$ cat src/rtl/seg7_display_arbiter.sv
// Round-robin arbiter sharing one 8-digit seven-segment display among four
// requesters. Grants are held for a minimum time before preemption, and
// every ownership change passes through a one-cycle gap with no grant.
//
// state    | meaning
// ---------+-----------------------------------------------------------
// S_IDLE   | no owner; display shows idle_data
// S_GRANT  | owner holds the display; hold counter running
// S_SWITCH | one-cycle break-before-make gap; round-robin pointer moves
module seg7_display_arbiter #(
    parameter logic [31:0] HOLD_CYCLES = 32'd50_000_000
) (
    input  logic         clk,
    input  logic         reset,
    input  logic [3:0]   req,
    input  logic [127:0] req_data,
    input  logic [31:0]  idle_data,
    input  logic         lock,
    output logic [3:0]   grant,
    output logic [1:0]   owner,
    output logic         disp_valid,
    output logic [31:0]  disp_data
);

    typedef enum logic [1:0] {
        S_IDLE   = 2'd0,
        S_GRANT  = 2'd1,
        S_SWITCH = 2'd2
    } state_t;

    localparam logic [31:0] HOLD_MAX = HOLD_CYCLES - 32'd1;

    state_t      state_q, state_d;
    logic [1:0]  owner_q, owner_d;
    logic [1:0]  ptr_q, ptr_d;
    logic [31:0] hold_cnt_q, hold_cnt_d;
    logic [31:0] disp_data_q, disp_data_d;

    logic [1:0]  pick;
    logic [1:0]  scan_idx;
    logic        any_req;
    logic        others_req;
    logic [31:0] pick_data;
    logic [31:0] owner_data;

    // Round-robin pick: first requester at or after ptr, wrapping mod 4.
    // Scanning from the far end lets the nearest index overwrite the result.
    always_comb begin
        pick     = ptr_q;
        scan_idx = ptr_q;
        for (int k = 3; k >= 0; k--) begin
            scan_idx = ptr_q + 2'(k);
            if (req[scan_idx]) begin
                pick = scan_idx;
            end
        end
    end

    assign any_req    = |req;
    assign others_req = |(req & ~(4'b0001 << owner_q));
    assign pick_data  = req_data[{pick, 5'd0} +: 32];
    assign owner_data = req_data[{owner_q, 5'd0} +: 32];

    // Next-state, counter and display-word computation.
    always_comb begin
        state_d     = state_q;
        owner_d     = owner_q;
        ptr_d       = ptr_q;
        hold_cnt_d  = hold_cnt_q;
        disp_data_d = disp_data_q;
        unique case (state_q)
            S_IDLE: begin
                disp_data_d = idle_data;
                if (any_req) begin
                    state_d     = S_GRANT;
                    owner_d     = pick;
                    hold_cnt_d  = 32'd0;
                    disp_data_d = pick_data;
                end
            end
            S_GRANT: begin
                disp_data_d = owner_data;
                if (hold_cnt_q != HOLD_MAX) begin
                    hold_cnt_d = hold_cnt_q + 32'd1;
                end
                // Voluntary release always wins; preemption needs a saturated
                // hold counter, a competing request and no lock.
                if (!req[owner_q] ||
                    ((hold_cnt_q == HOLD_MAX) && others_req && !lock)) begin
                    state_d = S_SWITCH;
                    ptr_d   = owner_q + 2'd1;
                end
            end
            S_SWITCH: begin
                if (any_req) begin
                    state_d     = S_GRANT;
                    owner_d     = pick;
                    hold_cnt_d  = 32'd0;
                    disp_data_d = pick_data;
                end else begin
                    state_d = S_IDLE;
                end
            end
            default: begin
                state_d = S_IDLE;
            end
        endcase
    end

    // State and datapath registers with asynchronous active-low reset.
    always_ff @(posedge clk or negedge reset) begin
        if (!reset) begin
            state_q     <= S_IDLE;
            owner_q     <= 2'd0;
            ptr_q       <= 2'd0;
            hold_cnt_q  <= 32'd0;
            disp_data_q <= 32'h0000_0000;
        end else begin
            state_q     <= state_d;
            owner_q     <= owner_d;
            ptr_q       <= ptr_d;
            hold_cnt_q  <= hold_cnt_d;
            disp_data_q <= disp_data_d;
        end
    end

    assign grant      = (state_q == S_GRANT) ? (4'b0001 << owner_q) : 4'b0000;
    assign owner      = owner_q;
    assign disp_valid = (state_q == S_GRANT);
    assign disp_data  = disp_data_q;

endmodule

$ cat config.mk
export PLATFORM = sky130hd
export DESIGN_NAME = seg7_display_arbiter
export DESIGN_NICKNAME = d
export VERILOG_FILES = /design/src/rtl/seg7_display_arbiter.sv
export SDC_FILE = /design/constraint.sdc
export NUM_CORES = 1
export LEC_CHECK = 0
export CORE_MARGIN = 2
export CORE_UTILIZATION = 40
export DETAILED_ROUTE_END_ITERATION = 12
export GPL_ROUTABILITY_DRIVEN = 0
export PLACE_DENSITY_LB_ADDON = 0.08
export SYNTH_ARGS = -nofsm -noshare
export SYNTH_HDL_FRONTEND = slang
export SYNTH_SLANG_ARGS = --single-unit
$ cat constraint.sdc
create_clock -name clk -period 2.2 [get_ports clk]
set_input_delay 0.55 -clock clk [delete_from_list [all_inputs] [get_ports clk]]
set_output_delay 0.55 -clock clk [all_outputs]
set_load 0.02 [all_outputs]
==> results of run 1 <==
## registers in the layout, summed over array words and instances (netlist names)
signal and cells:
disp_data 32, hold_cnt_q 32, owner 2, ptr_q 2
state_q 2
## repair_timing
| item | in CTS | in global routing |
|---|---|---|
| gates resized for setup | 35 | 33 |
| pin swaps | 8 | 7 |
| cloned | 3 | 0 |
| buffers inserted | 1 | 2 |
| setup endpoints to repair | 57 | 61 |
## worst paths after layout
path / endpoint / slack, ns / depth (start not counted) / startpoint
max in group asynchronous: hold_cnt_q[28] / 1.32 / 2 / reset
hold / removal: disp_data[17] / 0.22 / 1 / reset
min in group clk: hold_cnt_q[22] / 0.51 / 1 / hold_cnt_q[22]
setup / recovery: disp_data[15] / 0.03 / 6 / owner[1]
setup reg to reg: disp_data[15] / 0.03 / 6 / owner[1]
hold reg to reg: hold_cnt_q[22] / 0.51 / 1 / hold_cnt_q[22]
## final cells by class
class / count / area [µm²] / area share (%)
Tap cell: 216 / 270 / 2.78
Inverter: 13 / 48.8 / 0.501
Multi-Input combinational cell: 525 / 4490 / 46.2
Clock buffer: 9 / 225 / 2.31
Sequential cell: 70 / 1760 / 18.1
Timing Repair Buffer: 281 / 2870 / 29.4
Clock inverter: 7 / 72.6 / 0.746
## per-stage QoR
stage / hold WS (ns) / TNS, ns / power [mW] / std cells / utilization (%)
floorplan: 0.254 / 0 / 7.40 / 671 / -
global placement: 0.475 / -21.66 / 10.3 / 1099 / 57.9
global route: 0.255 / -0.250 / 13.2 / 1121 / 61.7
finish: 0.225 / 0 / 12.5 / 1121 / 61.7
CTS: 0.223 / 0 / 12.2 / 1119 / 60.9
detailed placement: 0.499 / -24.46 / 10.4 / 1099 / 57.9
## cell families after synthesis
group	Yosys count
compound gates	259
xor+xnor	4
buf+inv	76
mux	100
simple gates	153
fa+ha+maj	9
flops	70
## where the power goes
| part | internal (mW) | switching (mW) | total (mW) |
|---|---|---|---|
| clock network | 0.882 | 0.628 | 1.51 |
| registers | 1.72 | 0.310 | 2.03 |
| logic | 4.37 | 4.57 | 8.94 |
## routing by layer
layer | wire length [µm] | vias to the layer above | GRT usage, %
li1 | - | 3156 | -
met1 | 9690 | 3473 | 34.8
met2 | 12200 | 437 | 46.5
met3 | 2200 | 79 | 4.93
met4 | 984 | 0 | 16.6
met5 | 0 | - | 0
## cell usage in the layout (no fill, tap or decap), drive strengths merged, types with 5 or more instances in the layout
cell           synthesis  final
mux4                  33     33
nor4                   5      5
mux2i                 65     65
dlygate4sd2            0      5
buf                   28     77
inv                   13     15
nor3                   7      7
a221oi                31     31
nor2                  22     22
and2                   8      8
ha                     9      9
nand2b                 9      9
o211a                 32     32
o31ai                 18     18
o221ai                33     33
a31oi                  9      9
nand3                 17     17
o211ai                32     32
clkbuf                35     12
clkdlybuf4s50          0    194
and3                   8      8
o21ai                 41     41
nand2                 60     60
a21oi                 46     46
dfrtp                 70     70
## worst register-to-register path, cell delays in order, from the launching register on
cell and delay, ns:
sky130_fd_sc_hd__dfrtp_1 0.43, sky130_fd_sc_hd__buf_4 0.31, sky130_fd_sc_hd__buf_4 0.39, sky130_fd_sc_hd__mux4_2 0.39, sky130_fd_sc_hd__a21oi_1 0.25, sky130_fd_sc_hd__o221ai_2 0.14
sky130_fd_sc_hd__o211a_1 0.15
==> metrics.md, run 1 <==
| Metric | Value |
|---|---|
| Yosys warns | 0 |
| Maximum Capacitance Violations | 0 |
| Final setup violation count | 0 |
| Slew at the pin closest to its max-slew limit | 0.657 ns |
| Die Span Y | 131 µm |
| Root buffer selected by CTS | sky130_fd_sc_hd__clkbuf_16 |
| Clock latency reported for the late side of the worst-skew pair | 0.35 ns |
| Level count of the clock H-tree | 3 |
| Synth area leaders | sky130_fd_sc_hd__dfrtp_1 27%, sky130_fd_sc_hd__mux4_2 12%, sky130_fd_sc_hd__mux2i_1 10%, sky130_fd_sc_hd__o211a_1 5.0%, sky130_fd_sc_hd__a221oi_1 4.2% |
| Slowest-stage cell, CP | sky130_fd_sc_hd__dfrtp_1 |
| Kind of path behind the tightest hold check | primary input to asynchronous set/reset pin |
| Number of nets in the final layout | 1,076 |
| Initial antenna violation count | 0 |
| I/O Buffers | 205 |
| Area delta synth->final | 51.7% |
| Ratio of total power to cell area | 1280 nW/µm² |
| TritonCTS buffer count | 9 |
| DP Area | 9130 µm² |
| Top cell types by occurrence after synthesis | 70 x sky130_fd_sc_hd__dfrtp_1, 65 x sky130_fd_sc_hd__mux2i_1, 60 x sky130_fd_sc_hd__nand2_1 |
| CTS tree | done |
| Diode insertion count for antenna repair | 0 |
| Fin crit period | 2.17 ns |
| Worst setup slack after placement | -0.466 ns |
| Synthesized-area fraction occupied by ao, oa, aoi and oai cells | 30.7% |
| DPL Wire Length | 17,200 µm |
| Portion of the post-synthesis area used by sequential elements | 27.3% |
| Average footprint of a synthesized cell | 9.57 µm² |
| Total number of placement rows | 46 |
| Crit-path cells | buf_4, buf_4, mux4_2, a21oi_1, o221ai_2, o211a_1 |
| Post-synthesis share of cell area spent on xor and xnor gates | 0.546% |
| Width of the chip | 131 µm |
| Main combinational cell family by area after synthesis | compound AO/OA/AOI/OAI gates |
| Via count of the first global-routing pass | 7,374 |
| Post-Synth Adder-Cell Area | 1.75% |
| Max incr delay on CP | 0.43 ns |
| Buffer levels on the longest clock path | 2 |
| Hold-fix buffers at CTS | 0 |
| Share of flip-flops with an asynchronous set or reset | 100% |
| Category of the worst setup path launch point | flip-flop |
| Overall routing resource usage | 28.2% |
| Routed vias | 7,145 |
| EDFF count, synth | 0 |
| Achievable clock frequency | 461 MHz |
| Share of the clock period used by the worst path | 98.6% |
| Req. time, crit path | 2.44 ns |
| DRC violation count after routing | 0 |
| Dominant cell type by area after synthesis | sky130_fd_sc_hd__dfrtp_1 |
| Net Count, Synth | 847 |
| Clk sink count | 70 |
| Grt ovf | 0 |
| Worst Slack Setup Final | 0.0317 ns |
| Post-synthesis cell type count | 51 |
| Number of DRC markers after the initial detailed-route iteration | 716 |
| Count of final max-slew check failures | 0 |
| Initial cell density of the core | 40.7% |
| CP dominant cell by count | sky130_fd_sc_hd__buf_4 |
| Floorplan die area | 17,100 µm² |
| Routed wire length per instance | 22.4 µm |
| Leakage | 3.89 nW |
| Number of top-level pins | 206 |
| Post-synthesis share of cell area spent on and, or, nand and nor gates | 11.8% |
| Core footprint | 15,800 µm² |
| Crit path DAT | 2.40 ns |
| Number of detailed-route iterations in the first pass | 5 |
| Relative slew slack | 56.2% |
| Outcome | finished, final reports clean |
| Routed Wire Length | 25,100 µm |
| Clock Pin Slew Worst Setup and Hold Paths | 0.07 ns |
| Largest net degree at the start of global routing | 36 |
| Fraction of layout cells with a size suffix above 1 | 20.0% |
| Fillers | 1,337 |
| Max rail drop VDD | 0.863 mV |
| Crit-path leading delay family | buffers and inverters |
| Cell with the most instances after synthesis | sky130_fd_sc_hd__dfrtp_1 |
| Number of vias per cell after detailed routing | 6.37 |
| Mux cell area share after synthesis | 22.1% |
| Predominant post-synthesis flop cell | sky130_fd_sc_hd__dfrtp_1 |
| Buffer and inverter count on the worst path | 2 |
| Top cell type's share of synthesized area | 27.3% |
| Crit Path Category | flip-flop to flip-flop |
| Post-route cell area | 9730 µm² |
| Post-synthesis register bit count | 70 |
| Critical path fanouts, max | 20 |
| First-pass GRT wire length | 37,700 µm |
| Netlist area before placement | 6420 µm² |
| Post-Route Skew | 0.00740 ns |
| Number of nets with antenna violations after routing | 0 |
| Element type at the critical path end | flip-flop |
| Synthesized instance count | 671 |
| Number of hold violations in the final report | 0 |
(Power assumes the default switching activity.)
==> run 2: changes to the inputs <==
--- a/config.mk
+++ b/config.mk
@@ -9,7 +9,7 @@
 export CORE_UTILIZATION = 40
 export DETAILED_ROUTE_END_ITERATION = 12
 export GPL_ROUTABILITY_DRIVEN = 0
-export PLACE_DENSITY_LB_ADDON = 0.08
+export PLACE_DENSITY = 0.84
 export SYNTH_ARGS = -nofsm -noshare
 export SYNTH_HDL_FRONTEND = slang
 export SYNTH_SLANG_ARGS = --single-unit
==> metrics.md, run 2 (synthesis results as in run 1) <==
| Metric | Value |
|---|---|
| Outcome | finished, final reports clean (unchanged) |
| Final Core Density | 61.7% (about the same) |
| Number of hold violations in the final report | 0 (unchanged) |
| Most common library cell in the layout ignoring fill and taps | sky130_fd_sc_hd__clkdlybuf4s50_1 (unchanged) |
| Crit path DAT | 2.41 ns (was 2.40 ns) |
| Total number of placement rows | 46 (unchanged) |
| Number of nets in the final layout | 1,084 (was 1,076) |
| Number of top-level pins | 206 (unchanged) |
| Share of the clock period used by the worst path | 97.0% (was 98.6%) |
| Number of vias per cell after detailed routing | 6.78 (was 6.37) |
| Worst setup slack after placement | -0.622 ns (was -0.466 ns) |
| Max rail drop VDD | 0.573 mV (was 0.863 mV) |
| Area delta synth->final | 51.5% (was 51.7%) |
| Number of nets with antenna violations after routing | 0 (unchanged) |
| Overall routing resource usage | 29.0% (was 28.2%) |
| Grt ovf | 0 (unchanged) |
| Met1 wire length | 9140 µm (was 9690 µm) |
| Hold-fix buffers at CTS | 0 (unchanged) |
| DRC violation count after routing | 0 (unchanged) |
| Diode insertion count for antenna repair | 0 (unchanged) |
| Category of the worst setup path launch point | primary input (was flip-flop) |
| Final setup violation count | 0 (unchanged) |
| Routed vias | 7,654 (was 7,145) |
| Req. time, crit path | 2.47 ns (was 2.44 ns) |
| Most used cells in the layout excluding fill and tap cells | 193 x sky130_fd_sc_hd__clkdlybuf4s50_1, 68 x sky130_fd_sc_hd__dfrtp_1, 66 x sky130_fd_sc_hd__buf_4 (was 194 x sky130_fd_sc_hd__clkdlybuf4s50_1, 65 x sky130_fd_sc_hd__dfrtp_1, 60 x sky130_fd_sc_hd__nand2_1) |
| Floorplan die area | 17,100 µm² (unchanged) |
| Critical path fanouts, max | 13 (was 20) |
| Initial cell density of the core | 40.7% (unchanged) |
| Sequential cell area | 1750 µm² (was 1760 µm²) |
| Relative slew slack | 72.2% (was 56.2%) |
| Buffer levels on the longest clock path | 2 (unchanged) |
| Element type at the critical path end | flip-flop (unchanged) |
| Area taken by multi-input logic gates | 4450 µm² (was 4490 µm²) |
| Fillers | 1,233 (was 1,337) |
| Met2 wire length | 12,300 µm (was 12,200 µm) |
| Clock latency reported for the late side of the worst-skew pair | 0.34 ns (was 0.35 ns) |
| I/O Buffers | 205 (unchanged) |
| Slew at the pin closest to its max-slew limit | 0.413 ns (was 0.657 ns) |
| FF-to-FF setup slack | 0.07 ns (was 0.03 ns) |
| Core footprint | 15,800 µm² (unchanged) |
| Clock Pin Slew Worst Setup and Hold Paths | 0.06 ns (was 0.07 ns) |
| Worst Slack Setup Final | 0.0659 ns (was 0.0317 ns) |
| Leakage | 3.96 nW (was 3.89 nW) |
| Post-Route Skew | 0.00453 ns (was 0.00740 ns) |
| Fraction of layout cells with a size suffix above 1 | 19.2% (was 20.0%) |
| Routed wl met3 | 3170 µm (was 2200 µm) |
| Achievable clock frequency | 469 MHz (was 461 MHz) |
| Fin crit period | 2.13 ns (was 2.17 ns) |
| Routed wire length per instance | 23.3 µm (was 22.4 µm) |
| TritonCTS buffer count | 9 (unchanged) |
| Routed Wire Length | 26,300 µm (was 25,100 µm) |
| Width of the chip | 131 µm (unchanged) |
| Initial antenna violation count | 0 (unchanged) |
| Ratio of total power to cell area | 1280 nW/µm² (about the same) |
| Via count of the first global-routing pass | 7,330 (was 7,374) |
| Top routing layer in use | met4 (unchanged) |
| Clk sink count | 70 (unchanged) |
| DPL Wire Length | 17,300 µm (was 17,200 µm) |
| Maximum Capacitance Violations | 0 (unchanged) |
| Largest net degree at the start of global routing | 35 (was 36) |
| Crit Path Category | primary input to flip-flop (was flip-flop to flip-flop) |
| Number of DRC markers after the initial detailed-route iteration | 1,021 (was 716) |
| Die Span Y | 131 µm (unchanged) |
| Level count of the clock H-tree | 3 (unchanged) |
| Kind of path behind the tightest hold check | primary input to asynchronous set/reset pin (unchanged) |
| Root buffer selected by CTS | sky130_fd_sc_hd__clkbuf_16 (unchanged) |
| CTS tree | done (unchanged) |
| First-pass GRT wire length | 38,600 µm (was 37,700 µm) |
| Number of detailed-route iterations in the first pass | 7 (was 5) |
| Count of final max-slew check failures | 0 (unchanged) |
## run 2: changes by cell type in the layout (fill, tap and decap cells not counted), sizes merged
| cell | change |
|---|---|
| bufinv | -1 |
| clkdlybuf4s50 | -1 |
| bufbuf | +2 |
| clkinvlp | -2 |
| clkinv | -1 |
| clkbuf | +6 |
| dlygate4sd2 | +2 |
| inv | -2 |
| buf | +5 |
## run 2: repair_timing
item                                    4_1_cts  5_1_grt
gates resized for setup                      25       27
pin swaps                                     2        8
setup buffers                                 1        6
endpoints found under the setup margin       70       57
gates cloned                                  4        2
## run 2: final timing paths
kind,startpoint,endpoint,cells after the start
worst max register to register,hold_cnt_q[27],hold_cnt_q[18],8
max in group asynchronous,reset,owner[0],2
worst max-delay path,req[1],disp_data[22],10
min in group clk,hold_cnt_q[22],hold_cnt_q[22],1
worst min-delay path,reset,disp_data[28],1
worst min register to register,hold_cnt_q[22],hold_cnt_q[22],1
## run 2: layout make-up
cell class	count	area share, %
clock inverter	1	0.0515
tap	216	2.78
inverter	13	0.502
sequential	70	18.0
timing repair buffer	289	30.2
multi-input combinational	525	45.8
clock buffer	15	2.65
## run 2: layer usage
metal  up-vias  GRT usage (%)
met5         -              0
met2       661           47.6
met1      3639           34.0
met4         0           16.8
li1       3179              -
met3       175           8.47
## run 2: per-stage QoR
step | TNS, ns | instances | power [mW] | hold WS (ns) | cell area (µm²)
finish | 0 | 1129 | 12.5 | 0.148 | 9720
global route | -0.0895 | 1129 | 13.0 | 0.165 | 9720
CTS | 0 | 1121 | 11.9 | 0.152 | 9540
detailed placement | -32.31 | 1100 | 10.2 | 0.498 | 9110
global placement | -29.40 | 1100 | 10.0 | 0.470 | 9110
floorplan | 0 | 671 | 7.40 | 0.254 | 6420
## run 2: report_power, final
group	total [mW]	switching [mW]	internal [mW]
Combinational	9.05	4.62	4.43
Sequential	2.06	0.334	1.72
Clock	1.35	0.557	0.795
Total	12.5	5.51	6.95
## run 2: critical path, stage by stage
cell and delay, ns:
sky130_fd_sc_hd__dlygate4sd2_1 0.26, sky130_fd_sc_hd__buf_4 0.15, sky130_fd_sc_hd__nor4_4 0.44, sky130_fd_sc_hd__a21oi_4 0.13, sky130_fd_sc_hd__buf_4 0.17, sky130_fd_sc_hd__nand2b_4 0.08, sky130_fd_sc_hd__buf_6 0.18, sky130_fd_sc_hd__a221oi_2 0.07
sky130_fd_sc_hd__o211ai_1 0.16, sky130_fd_sc_hd__o211a_1 0.21
==> run 3: changes to the inputs <==
--- a/config.mk
+++ b/config.mk
@@ -5,11 +5,10 @@
 export SDC_FILE = /design/constraint.sdc
 export NUM_CORES = 1
 export LEC_CHECK = 0
-export CORE_MARGIN = 2
-export CORE_UTILIZATION = 40
+export CORE_UTILIZATION = 25
 export DETAILED_ROUTE_END_ITERATION = 12
 export GPL_ROUTABILITY_DRIVEN = 0
-export PLACE_DENSITY = 0.84
+export PLACE_DENSITY = 0.6
 export SYNTH_ARGS = -nofsm -noshare
 export SYNTH_HDL_FRONTEND = slang
 export SYNTH_SLANG_ARGS = --single-unit
==> metrics.md, run 3 (synthesis results as in run 1) <==
| Metric | Value |
|---|---|
| Largest net degree at the start of global routing | 38 (was 35) |
| Total internal power | 6.80 mW (was 6.95 mW) |
| Level count of the clock H-tree | 3 (unchanged) |
| Final setup violation count | 0 (unchanged) |
| Crit Path Category | primary input to flip-flop (unchanged) |
| Outcome | finished, final reports clean (unchanged) |
| Count of final max-slew check failures | 0 (unchanged) |
| Final Core Density | 38.9% (was 61.7%) |
| Max incr delay on CP | 0.31 ns (was 0.44 ns) |
| Max rail drop VDD | 0.519 mV (was 0.573 mV) |
| Number of nets in the final layout | 1,087 (was 1,084) |
| Element type at the critical path end | flip-flop (unchanged) |
| Tightest hold margin | 0.184 ns (was 0.148 ns) |
| Kind of path behind the tightest hold check | primary input to asynchronous set/reset pin (unchanged) |
| Routed wire length per instance | 20.2 µm (was 23.3 µm) |
| Core footprint | 25,200 µm² (was 15,800 µm²) |
| I/O Buffers | 205 (unchanged) |
| Buffer levels on the longest clock path | 2 (unchanged) |
| Fin crit period | 2.11 ns (was 2.13 ns) |
| Leakage | 3.94 nW (was 3.96 nW) |
| Grt ovf | 0 (unchanged) |
| Initial cell density of the core | 25.5% (was 40.7%) |
| Clock Pin Slew Worst Setup and Hold Paths | 0.07 ns (was 0.06 ns) |
| Relative slew slack | 65.3% (was 72.2%) |
| Clock latency reported for the late side of the worst-skew pair | 0.34 ns (about the same) |
| Category of the worst setup path launch point | primary input (unchanged) |
| Total number of placement rows | 58 (was 46) |
| FF-to-FF setup slack | 0.14 ns (was 0.07 ns) |
| Achievable clock frequency | 473 MHz (was 469 MHz) |
| Critical path fanouts, max | 10 (was 13) |
| Portion of total power attributed to sequential cells | 17.1% (was 16.5%) |
| Maximum Capacitance Violations | 0 (unchanged) |
| Setup TNS | 0 ns (unchanged) |
| Diode insertion count for antenna repair | 0 (unchanged) |
| Number of detailed-route iterations in the first pass | 5 (was 7) |
| Slew at the pin closest to its max-slew limit | 0.520 ns (was 0.413 ns) |
| Slowest-stage cell, CP | sky130_fd_sc_hd__a221o_1 (was sky130_fd_sc_hd__nor4_4) |
| Final std cells w/o fill | 1,246 (was 1,129) |
| DPL Wire Length | 18,500 µm (was 17,300 µm) |
| Fillers | 2,492 (was 1,233) |
| Share of the clock period used by the worst path | 96.0% (was 97.0%) |
| Worst setup slack after placement | -0.618 ns (was -0.622 ns) |
| Most common library cell in the layout ignoring fill and taps | sky130_fd_sc_hd__clkdlybuf4s50_1 (unchanged) |
| Number of nets with antenna violations after routing | 0 (unchanged) |
| Most used cells in the layout excluding fill and tap cells | 195 x sky130_fd_sc_hd__clkdlybuf4s50_1, 69 x sky130_fd_sc_hd__buf_4, 66 x sky130_fd_sc_hd__dfrtp_1 (was 193 x sky130_fd_sc_hd__clkdlybuf4s50_1, 68 x sky130_fd_sc_hd__dfrtp_1, 66 x sky130_fd_sc_hd__buf_4) |
| Power spent charging and discharging nets | 5.26 mW (was 5.51 mW) |
| Number of DRC markers after the initial detailed-route iteration | 620 (was 1,021) |
| Area taken by multi-input logic gates | 4410 µm² (was 4450 µm²) |
| Hold-fix buffers at CTS | 0 (unchanged) |
| Post-Route Skew | 0.0132 ns (was 0.00453 ns) |
| Area delta synth->final | 52.8% (was 51.5%) |
| Ratio of total power to cell area | 1230 nW/µm² (was 1280 nW/µm²) |
| Proportion of total power due to net switching | 43.6% (was 44.2%) |
| Initial antenna violation count | 0 (unchanged) |
| Proportion of power drawn by the clock network | 11.1% (was 10.9%) |
| Crit-path cells | clkdlybuf4s15_2, o21ba_1, o21a_1, a221o_1, or2_4, bufbuf_16, o221ai_2, o211a_1 (was dlygate4sd2_1, buf_4, nor4_4, a21oi_4, buf_4, nand2b_4, buf_6, a221oi_2, o211ai_1, o211a_1) |
| Sequential cell area | 1760 µm² (was 1750 µm²) |
| Routed vias | 6,896 (was 7,654) |
| First-pass GRT wire length | 39,000 µm (was 38,600 µm) |
| Crit path DAT | 2.40 ns (was 2.41 ns) |
| DRC violation count after routing | 0 (unchanged) |
| Worst Slack Setup Final | 0.0877 ns (was 0.0659 ns) |
| Combinational share of power | 71.8% (was 72.6%) |
| Via count of the first global-routing pass | 7,033 (was 7,330) |
| Routed Wire Length | 25,200 µm (was 26,300 µm) |
| Width of the chip | 162 µm (was 131 µm) |
| Number of top-level pins | 206 (unchanged) |
| Floorplan die area | 26,300 µm² (was 17,100 µm²) |
| Die Span Y | 162 µm (was 131 µm) |
| Cells on worst reg2reg path | 6 (was 8) |
| Cell total after placement | 1,228 (was 1,100) |
| Number of hold violations in the final report | 0 (unchanged) |
| Overall routing resource usage | 19.0% (was 29.0%) |
| Fraction of layout cells with a size suffix above 1 | 19.5% (was 19.2%) |
| Clk sink count | 70 (unchanged) |
| Req. time, crit path | 2.49 ns (was 2.47 ns) |
| Number of vias per cell after detailed routing | 5.53 (was 6.78) |
| CTS tree | done (unchanged) |
| TritonCTS buffer count | 9 (unchanged) |
| Root buffer selected by CTS | sky130_fd_sc_hd__clkbuf_16 (unchanged) |
==> run 3: cell types whose count changed in the layout (fill, tap and decap cells not counted), sizes merged <==
cell	previous run	this run
buf	82	87
bufbuf	2	1
clkbuf	18	12
clkdlybuf4s15	2	1
clkdlybuf4s50	193	195
clkinv	1	6
clkinvlp	0	1
dlygate4sd2	7	5
==> run 3: final cells by class <==
type	instances	area share, %
inverter	13	0.498
clock inverter	7	0.421
timing repair buffer	292	29.7
clock buffer	9	2.30
sequential	70	17.9
tap	330	4.21
multi-input combinational	525	44.9
==> run 3: worst paths after layout <==
kind	startpoint	to
setup / recovery	req[2]	disp_data[2]
hold / removal	reset	hold_cnt_q[15]
setup reg to reg	owner[1]	disp_data[19]
hold reg to reg	hold_cnt_q[23]	hold_cnt_q[23]
max in group asynchronous	reset	disp_data[11]
min in group clk	hold_cnt_q[23]	hold_cnt_q[23]
==> run 3: timing repair <==
item                       4_1_cts  5_1_grt
buffers inserted                 0        1
gates resized for setup         16       22
cloned                           1        0
pin swaps                        3        4
setup endpoints to repair       72       51
==> run 3: per-stage QoR <==
| stage | total power [mW] | area, µm² |
|---|---|---|
| after global routing | 12.9 | 9810 |
| final | 12.1 | 9810 |
| after detailed placement | 10.6 | 9420 |
| after CTS | 12.1 | 9730 |
| after global placement | 10.6 | 9420 |
| after floorplan | 7.40 | 6420 |
==> run 3: layer usage <==
layer / global-route usage, % / vias up / wire, µm
met4: 7.38 / 0 / 657
met2: 31.5 / 272 / 12000
met1: 24.2 / 3407 / 10900
met3: 3.45 / 41 / 1670
li1: - / 3176 / -
met5: 0 / - / 0
==> run 3: worst max-delay path: cells and delay by family <==
kind | cells | cell delay, ns
compound gates | 5 | 1.03
buf+inv | 2 | 0.53
simple gates | 1 | 0.28
==> run 3: power by group through the flow <==
stage	registers (mW)	logic, mW	clock network [mW]
detailed placement	2.07	8.56	0
global route	2.11	9.33	1.43
floorplan	2.35	5.05	0
CTS	2.06	8.63	1.38
finish	2.07	8.65	1.34
global placement	2.08	8.48	0
